### src/rtl/ma_task_packetizer.sv
// ---------------------------------------------------------------------------
// ma_task_packetizer
//
// Wraps each task image coming out of the MA parser into a NoC packet aimed
// at the target PE. The parser delivers text_size, data_size, bss_size,
// entry_point and then the binary words. The packet sent to the injector is
// header, size, service, task_id, the four descriptor words and the binary.
//
// Ports
//   clk_i          clock, rising edge
//   rst_ni         asynchronous, active-high reset
//   src_tx_i       input flit valid
//   src_credit_o   input ready (flit accepted on src_tx_i & src_credit_o)
//   src_data_i     input flit
//   target_addr_i  destination PE (XY), sampled with text_size
//   noc_tx_o       output flit valid
//   noc_credit_i   NoC ready (flit sent on noc_tx_o & noc_credit_i)
//   noc_data_o     output flit
//   pkt_done_o     one-cycle pulse after the last flit of a packet
//   task_cnt_o     packets completed since reset
// ---------------------------------------------------------------------------
module ma_task_packetizer #(
    parameter int                   FLIT_SIZE = 32,
    parameter logic [FLIT_SIZE-1:0] SVC_ALLOC = FLIT_SIZE'(32'h0000_0040)
) (
    input  logic                 clk_i,
    input  logic                 rst_ni,
    input  logic                 src_tx_i,
    output logic                 src_credit_o,
    input  logic [FLIT_SIZE-1:0] src_data_i,
    input  logic [15:0]          target_addr_i,
    output logic                 noc_tx_o,
    input  logic                 noc_credit_i,
    output logic [FLIT_SIZE-1:0] noc_data_o,
    output logic                 pkt_done_o,
    output logic [15:0]          task_cnt_o
);

    typedef enum logic [3:0] {
        CAP_TEXT,
        CAP_DATA,
        HDR,
        SIZE,
        SVC,
        ID,
        TXT,
        DAT,
        PASS
    } state_t;

    state_t               state;
    logic                 run;
    logic [FLIT_SIZE-1:0] text;
    logic [FLIT_SIZE-1:0] dsz;
    logic [15:0]          dest;
    logic [FLIT_SIZE-1:0] words;
    logic [FLIT_SIZE-1:0] remaining;
    logic [15:0]          task_id;
    logic                 tx_q;
    logic [FLIT_SIZE-1:0] data_q;
    logic                 done_q;
    logic [15:0]          cnt_q;
    logic                 accept;

    // The capture states only become ready once the first clock after reset
    // has set 'run', so the parser never sees credit while reset is applied.
    // In PASS the input ready is simply the NoC ready (zero-latency forward).
    always_comb begin
        src_credit_o = 1'b0;
        case (state)
            CAP_TEXT, CAP_DATA: src_credit_o = run;
            PASS:               src_credit_o = noc_credit_i;
            default:            src_credit_o = 1'b0;
        endcase
    end

    // Generated flits come from registers; the binary is wired straight
    // through so that a stall on either side propagates without buffering.
    assign noc_tx_o   = (state == PASS) ? src_tx_i   : tx_q;
    assign noc_data_o = (state == PASS) ? src_data_i : data_q;
    assign accept     = src_tx_i & src_credit_o;
    assign pkt_done_o = done_q;
    assign task_cnt_o = cnt_q;

    // Main sequencer. Each generated-flit state preloads the flit of the
    // following state when the NoC takes the current one, so data_q always
    // holds the flit being offered.
    always_ff @(posedge clk_i or posedge rst_ni) begin
        if (rst_ni) begin
            state     <= CAP_TEXT;
            run       <= 1'b0;
            text      <= '0;
            dsz       <= '0;
            dest      <= '0;
            words     <= '0;
            remaining <= '0;
            task_id   <= '0;
            tx_q      <= 1'b0;
            data_q    <= '0;
            done_q    <= 1'b0;
            cnt_q     <= '0;
        end else begin
            run    <= 1'b1;
            done_q <= 1'b0;
            case (state)
                CAP_TEXT: begin
                    if (accept) begin
                        text  <= src_data_i;
                        dest  <= target_addr_i;
                        state <= CAP_DATA;
                    end
                end
                CAP_DATA: begin
                    if (accept) begin
                        // Word count truncates a partial trailing word.
                        dsz    <= src_data_i;
                        words  <= (text + src_data_i) >> 2;
                        data_q <= FLIT_SIZE'(dest);
                        tx_q   <= 1'b1;
                        state  <= HDR;
                    end
                end
                HDR: begin
                    if (noc_credit_i) begin
                        // Payload = service + id + 4 descriptors + binary.
                        data_q <= words + FLIT_SIZE'(6);
                        state  <= SIZE;
                    end
                end
                SIZE: begin
                    if (noc_credit_i) begin
                        data_q <= SVC_ALLOC;
                        state  <= SVC;
                    end
                end
                SVC: begin
                    if (noc_credit_i) begin
                        data_q <= FLIT_SIZE'(task_id);
                        state  <= ID;
                    end
                end
                ID: begin
                    if (noc_credit_i) begin
                        data_q <= text;
                        state  <= TXT;
                    end
                end
                TXT: begin
                    if (noc_credit_i) begin
                        data_q <= dsz;
                        state  <= DAT;
                    end
                end
                DAT: begin
                    if (noc_credit_i) begin
                        // bss and entry_point still have to pass through.
                        tx_q      <= 1'b0;
                        data_q    <= '0;
                        remaining <= words + FLIT_SIZE'(2);
                        state     <= PASS;
                    end
                end
                PASS: begin
                    if (accept) begin
                        remaining <= remaining - FLIT_SIZE'(1);
                        if (remaining == FLIT_SIZE'(1)) begin
                            done_q  <= 1'b1;
                            cnt_q   <= cnt_q + 16'd1;
                            task_id <= task_id + 16'd1;
                            state   <= CAP_TEXT;
                        end
                    end
                end
                default: state <= CAP_TEXT;
            endcase
        end
    end

endmodule
### config.mk
export PLATFORM = sky130hd
export DESIGN_NAME = ma_task_packetizer
export DESIGN_NICKNAME = d
export VERILOG_FILES = /design/src/rtl/ma_task_packetizer.sv
export SDC_FILE = /design/constraint.sdc
export NUM_CORES = 1
export LEC_CHECK = 0
export CAP_MARGIN = 20
export CORE_ASPECT_RATIO = 1.75
export CORE_MARGIN = 10
export CORE_UTILIZATION = 45
export CTS_BUF_LIST = sky130_fd_sc_hd__clkbuf_8
export DETAILED_ROUTE_END_ITERATION = 12
export DONT_BUFFER_PORTS = 1
export GPL_TIMING_DRIVEN = 0
export PLACE_DENSITY = 0.7
export SYNTH_ARGS = -nofsm -noshare
export SYNTH_HDL_FRONTEND = slang
export SYNTH_SLANG_ARGS = --single-unit
### constraint.sdc
create_clock -name clk_i -period 11.95 [get_ports clk_i]
set_input_delay 1.195 -clock clk_i [delete_from_list [all_inputs] [get_ports clk_i]]
set_output_delay 1.195 -clock clk_i [all_outputs]
set_load 0.02 [all_outputs]
Word level (Yosys, flattened, before mapping)

Index checks and enable logic that the tools add are counted.

Bits in registers: 213
Latch bits: 0
RAM bits: 0
ROM bits: 0
Input port bits: 52
Word-level logic and storage cells: 81
Memories kept: 0

Add/sub/neg operators: 6
Multipliers: 0
Divide/modulo/power cells: 0
Order comparisons: 0
Equality and inequality tests: 19
Shift operators: 0
Muxes and demuxes: 31
Bitwise operators: 1
Reduce and logical (&&, ||, !) cells: 12

Operator list:

| kind                  | number |
|---|---|
| $mux 32               | 10 |
| $pmux 32 s7           | 1 |
| $pmux 32 s2           | 1 |
| $mux 4                | 10 |
| $pmux 4 s9            | 1 |
| $add 16x1->16 const B | 2 |
| $add 32x32->32        | 1 |
| $eq 32x1->1 const B   | 1 |
| $sub 32x1->32 const B | 1 |
| $add 30x2->31 const B | 1 |
| $add 30x3->31 const B | 1 |
| $ne 2x2->1 const B    | 9 |
| $eq 4x3->1 const B    | 4 |
| $reduce_and 10->1     | 1 |
| $reduce_and 3->1      | 3 |
| $eq 4x2->1 const B    | 2 |
| $reduce_and 8->1      | 1 |
| $reduce_bool 7->1     | 1 |
| $mux 1                | 6 |
| $eq 4x1->1 const B    | 1 |
| $eq 4x4->1 const B    | 1 |
| $logic_not 4->1       | 1 |
| $pmux 1 s2            | 2 |
| $reduce_and 2->1      | 2 |
| 4 further kinds       | 5 |

Logic depth before layout (Yosys ltp)

Depth after elaboration: 6
Depth in mapped cells: 10
Depth with buffers taken out: 8

Worst setup path before layout

Ideal clock, no wire load.

Kind: input to register
Start: in src_data_i[8]
End: reg words[29]
Setup time: 126 ps
Data arrival time: 3154 ps
Data required time: 11824 ps
Setup slack: 8670 ps
Stages: 8
Buffers on the path: 0
Path through: ha_1 a211oi_1 nor2_1 o41ai_1 a21oi_1 a2111oi_0 o211ai_1 o311a_1

Cells in the longest elaborated chain, start to end: 1

Ends and longest elaborated chain:

| element              | RTL line | source |
|---|---|---|
| from (decl)          | 30       | `input logic [FLIT_SIZE-1:0] src_data_i,` |
| $add 32x32->32       | 117      | `words <= (text + src_data_i) >> 2;` |
| to (signal assigned) | 117      |  |
| to (decl)            | 56       | `logic [FLIT_SIZE-1:0] words;` |

Every way passes these cells.
A chain may end at the register's enable or synchronous reset.

Worst setup path after layout

Start: reg state[1]
End: out noc_data_o[16]

Cells in the longest elaborated chain, start to end: 2

Ends and longest elaborated chain:

| element                | RTL line | source |
|---|---|---|
| from (decl)            | 51       | `state_t state;` |
| from (signal assigned) | 90       | `state <= CAP_TEXT;` |
| from (signal assigned) | 110      | `state <= CAP_DATA;` |
| from (signal assigned) | 120      | `state <= HDR;` |
| $eq 4x4->1             | 80       | `assign noc_data_o = (state == PASS) ? src_data_i : data_q;` |
| $mux 32                | 80       |  |
| to (decl)              | 34       | `output logic [FLIT_SIZE-1:0] noc_data_o,` |

Every way passes these cells.

==> impl_summary.txt <==
----------------------------------------------------
[Yosys]
  Number of flip-flops and latches in the synthesized netlist ... 213
  Post-synthesis instance total ... 1465
  Prevailing post-synth register cell ... sky130_fd_sc_hd__dfrtp_1
  Synthesis Warnings ... 0
  Sequential cell area fraction in the yosys report ... 42.0%
  Synth top area cells ... sky130_fd_sc_hd__dfrtp_1 (42%), sky130_fd_sc_hd__nand2_1 (9.9%), sky130_fd_sc_hd__mux2_2 (4.5%), sky130_fd_sc_hd__o21ai_0 (4.5%), sky130_fd_sc_hd__xnor2_1 (4.4%)
  Number of different library cells in the post-synthesis netlist ... 70
  Library cell occupying the most area in the post-synthesis netlist ... sky130_fd_sc_hd__dfrtp_1
  Synthesized net count ... 1553
  Cell area after synthesis ... 12700 sq um
  Mean cell area of the mapped netlist ... 8.66 sq um
  Post-synth ARST share ... 100%
  Share of the synthesized area in the top cell type ... 42.0%
  Number of enable flip-flop cells after synthesis ... 0

[GRT]
  Pin count of the biggest net entering global routing ... 130
  Number of global-route vias before repair ... 11600
  Met1 track demand over resource in global routing ... 23.5%
  Remaining Overflow, GRT ... 0
  Overall fraction of global-route tracks in use ... 22.9%
  Met2 capacity usage during global routing ... 40.8%
  Number of antenna violations at the first check in global routing ... 1
  GRT Max-Usage Layer ... met2
  Wire length of the first global-routing pass ... 64900 um
  Met3 Use GR ... 4.66%

[Final layout]
  Net count reported at finish ... 1594
  Area delta synth->final ... 9.87%
  Share of the core filled with cells ... 50.0%
  Share of post-route cells with drive strength above 1 ... 8.30%
  Commonest cells after routing, fill and taps aside ... sky130_fd_sc_hd__nand2_1 (336), sky130_fd_sc_hd__dfrtp_1 (213), sky130_fd_sc_hd__o21ai_0 (113)
  Leading cell type in the layout, fill and taps excluded ... sky130_fd_sc_hd__nand2_1
  Final Instance Area ... 13900 sq um

[Floorplan]
  Num rows ... 81
  Die footprint ... 35600 sq um
  Standard cell core area ... 27900 sq um
  Die extent in x ... 147 um
  I/O pin count ... 103
  Die outline height ... 242 um
  Initial core utilization ... 45.5%

[Timing]
  Slew @ Worst Pin ... 1.11 ns
  Ratio of final minimum period to clock period ... 41.0%
  Worst-case clock skew ... 0.0161 ns
  Final count of hold timing violations ... 0
  Worst Setup Slack, final ... 7.05 ns
  Max-slew violation count ... 0
  Tightest slew margin relative to the limit ... 23.9%
  Final total negative setup slack ... 0 ns
  Min cycle time layout ... 4.90 ns
  Final-report setup violation count ... 0
  Maximum clock frequency ... 204 MHz
  RSZ-0062 raised after global routing ... no

[Critical path]
  Arrival time reported for the critical path endpoint ... 3.71 ns
  Critical Path Start Type ... register
  Maximum fanout count along the critical path ... 10
  Crit path kind ... register to output port
  CP Capture Type ... output port
  Required time at the worst-slack endpoint ... 10.76 ns

[Pwr]
  Sw Share ... 45.2%
  Part of the total power dissipated in the clock network ... 19.0%
  Power density relative to cell area ... 249 nW/um^2
  Final total power ... 3.47 mW
  P_int ... 1.90 mW
  Switching power ... 1.57 mW
  Share of power burned in combinational logic ... 46.0%
  Sequential fraction of design power ... 35.0%
  Leakage power total ... 6.08 nW
  Peak supply drop ... 0.132 mV

[Detailed routing]
  Number of DRC markers in iteration 0 ... 895
  Total wire length after detailed routing ... 41700 um
  Via-to-Cell Ratio ... 5.99
  DR vias ... 11400
  Mean routed wirelength per cell ... 21.9 um
  Count of TritonRoute iterations in the first routing pass ... 5
  DRC violations left ... 0
  DRT antenna net count ... 0

[Place]
  Final RePlAce weighted congestion ... 0.925
  Count of port buffers added during placement ... 0
  Post-place instance area ... 13200 sq um
  Post-DP HPWL ... 31200 um
  Setup Slack @ Placement ... 7.72 ns

[CTS]
  H-Tree Depth ... 2
  Number of buffers inserted during clock tree synthesis ... 35
  Clock input transition at the sequential cells of the worst setup and hold paths ... 0.06 ns
  Longest Clk Path Bufs ... 3
  Hold buffer count at CTS ... 0
  Clk sink count ... 213
  Resized cells post-CTS ... 0
  CTS tree ... built
  Count of buffers added by post-CTS timing repair for setup ... 0
  Clk_lat worst skew ... 0.57 ns
  CTS Root Buffer Type ... sky130_fd_sc_hd__clkbuf_8

[Min path]
  Worst min path class ... register to register

[Outcome]
  Outcome ... finished clean

[Run]
  Number of max-cap violations ... 0

----------------------------------------------------
## registers in the layout, summed over array words and instances, names as in the netlist
name,count
data_q,32
dsz,32
remaining,32
text,32
words,30
dest,16
task_cnt_o,16
task_id,16
state,4
pkt_done_o,1
run,1
tx_q,1
## cells in the mapped netlist (all sizes together) (6+ instances only)
| cell | instances |
|---|---|
| nand4 | 29 |
| a21o | 6 |
| or3 | 8 |
| nand2 | 336 |
| and4 | 6 |
| a222oi | 18 |
| o211ai | 14 |
| buf | 14 |
| nor3 | 35 |
| nor4 | 15 |
| nor2b | 7 |
| and3 | 18 |
| xor2 | 47 |
| or4 | 9 |
| clkbuf | 78 |
| nand2b | 7 |
| nor2 | 85 |
| nand3 | 36 |
| inv | 20 |
| a31oi | 11 |
| and2 | 6 |
| ha | 36 |
| a22oi | 22 |
| xnor2 | 64 |
| mux2 | 51 |
| dfrtp | 213 |
| o21ai | 115 |
| a21oi | 81 |
## layer usage
| metal | wire length [um] | vias up |
|---|---|---|
| li1 | - | 5287 |
| met2 | 21600 | 447 |
| met5 | 0 | - |
| met1 | 14700 | 5525 |
| met3 | 2720 | 149 |
| met4 | 2730 | 0 |
## power by group through the flow
stage	Combinational, mW	Clock, mW	Sequential (mW)
2_1_floorplan	1.17	0	1.15
3_3_place_gp	1.55	0	1.21
3_5_place_dp	1.58	0	1.22
4_1_cts	1.58	0.674	1.21
5_1_grt	1.75	0.701	1.25
6_report	1.60	0.661	1.21
## cells by family (layout without fill, tap and decap cells)
group	count (synthesis)	in the layout	synth area share, %
flip-flops	213	213	42.0
XOR/XNOR	111	111	7.67
AO/OA/AOI/OAI	333	333	16.6
AND/OR/NAND/NOR	604	604	21.9
multiplexers	55	55	4.84
buffers and inverters	112	178	3.37
other	1	2	0.0296
adder cells (fa/ha/maj)	36	36	3.55
## critical path, cell delays in order, from the launching register on
cell	delay [ns]
sky130_fd_sc_hd__dfrtp_1	0.32
sky130_fd_sc_hd__buf_2	0.25
sky130_fd_sc_hd__or2_2	0.15
sky130_fd_sc_hd__clkbuf_1	0.29
sky130_fd_sc_hd__nor2_1	0.15
sky130_fd_sc_hd__nand2_1	0.42
sky130_fd_sc_hd__clkbuf_1	0.63
sky130_fd_sc_hd__buf_1	0.59
sky130_fd_sc_hd__nand2_1	0.13
sky130_fd_sc_hd__nand2_1	0.21
## area by class of cell
| class | instances | area [sq um] |
|---|---|---|
| Antenna cell | 1 | 2.50 |
| Buffer | 92 | 353 |
| Clock buffer | 46 | 633 |
| Clock inverter | 16 | 76.3 |
| Fill cell | 2650 | 13900 |
| Inverter | 20 | 82.6 |
| Multi-Input combinational cell | 1140 | 6920 |
| Sequential cell | 213 | 5330 |
| Tap cell | 373 | 467 |
| Timing Repair Buffer | 4 | 65.1 |
## per-stage QoR
| stage | cells | hold WS (ns) |
|---|---|---|
| after floorplan | 1465 | 0.438 |
| after global placement | 1838 | 0.458 |
| after detailed placement | 1841 | 0.463 |
| after CTS | 1903 | 0.478 |
| after global routing | 1905 | 0.488 |
| final | 1905 | 0.474 |
## path summary, 6_finish.rpt
kind	slack, ns	cells past startpoint	from	end
worst max-delay path	7.05	9	state[1]$_DFFE_PP0P_	noc_data_o[16]
worst min-delay path	0.47	2	dsz[30]$_DFFE_PP0P_	dsz[30]$_DFFE_PP0P_
worst max register to register	8.55	8	words[1]$_DFFE_PP0P_	data_q[15]$_DFFE_PP0P_
worst min register to register	0.47	2	dsz[30]$_DFFE_PP0P_	dsz[30]$_DFFE_PP0P_
max in group asynchronous	10.40	3	rst_ni	data_q[26]$_DFFE_PP0P_
min in group asynchronous	0.65	2	rst_ni	dest[5]$_DFFE_PP0P_
Note: power is estimated with default switching activity, not from simulation.
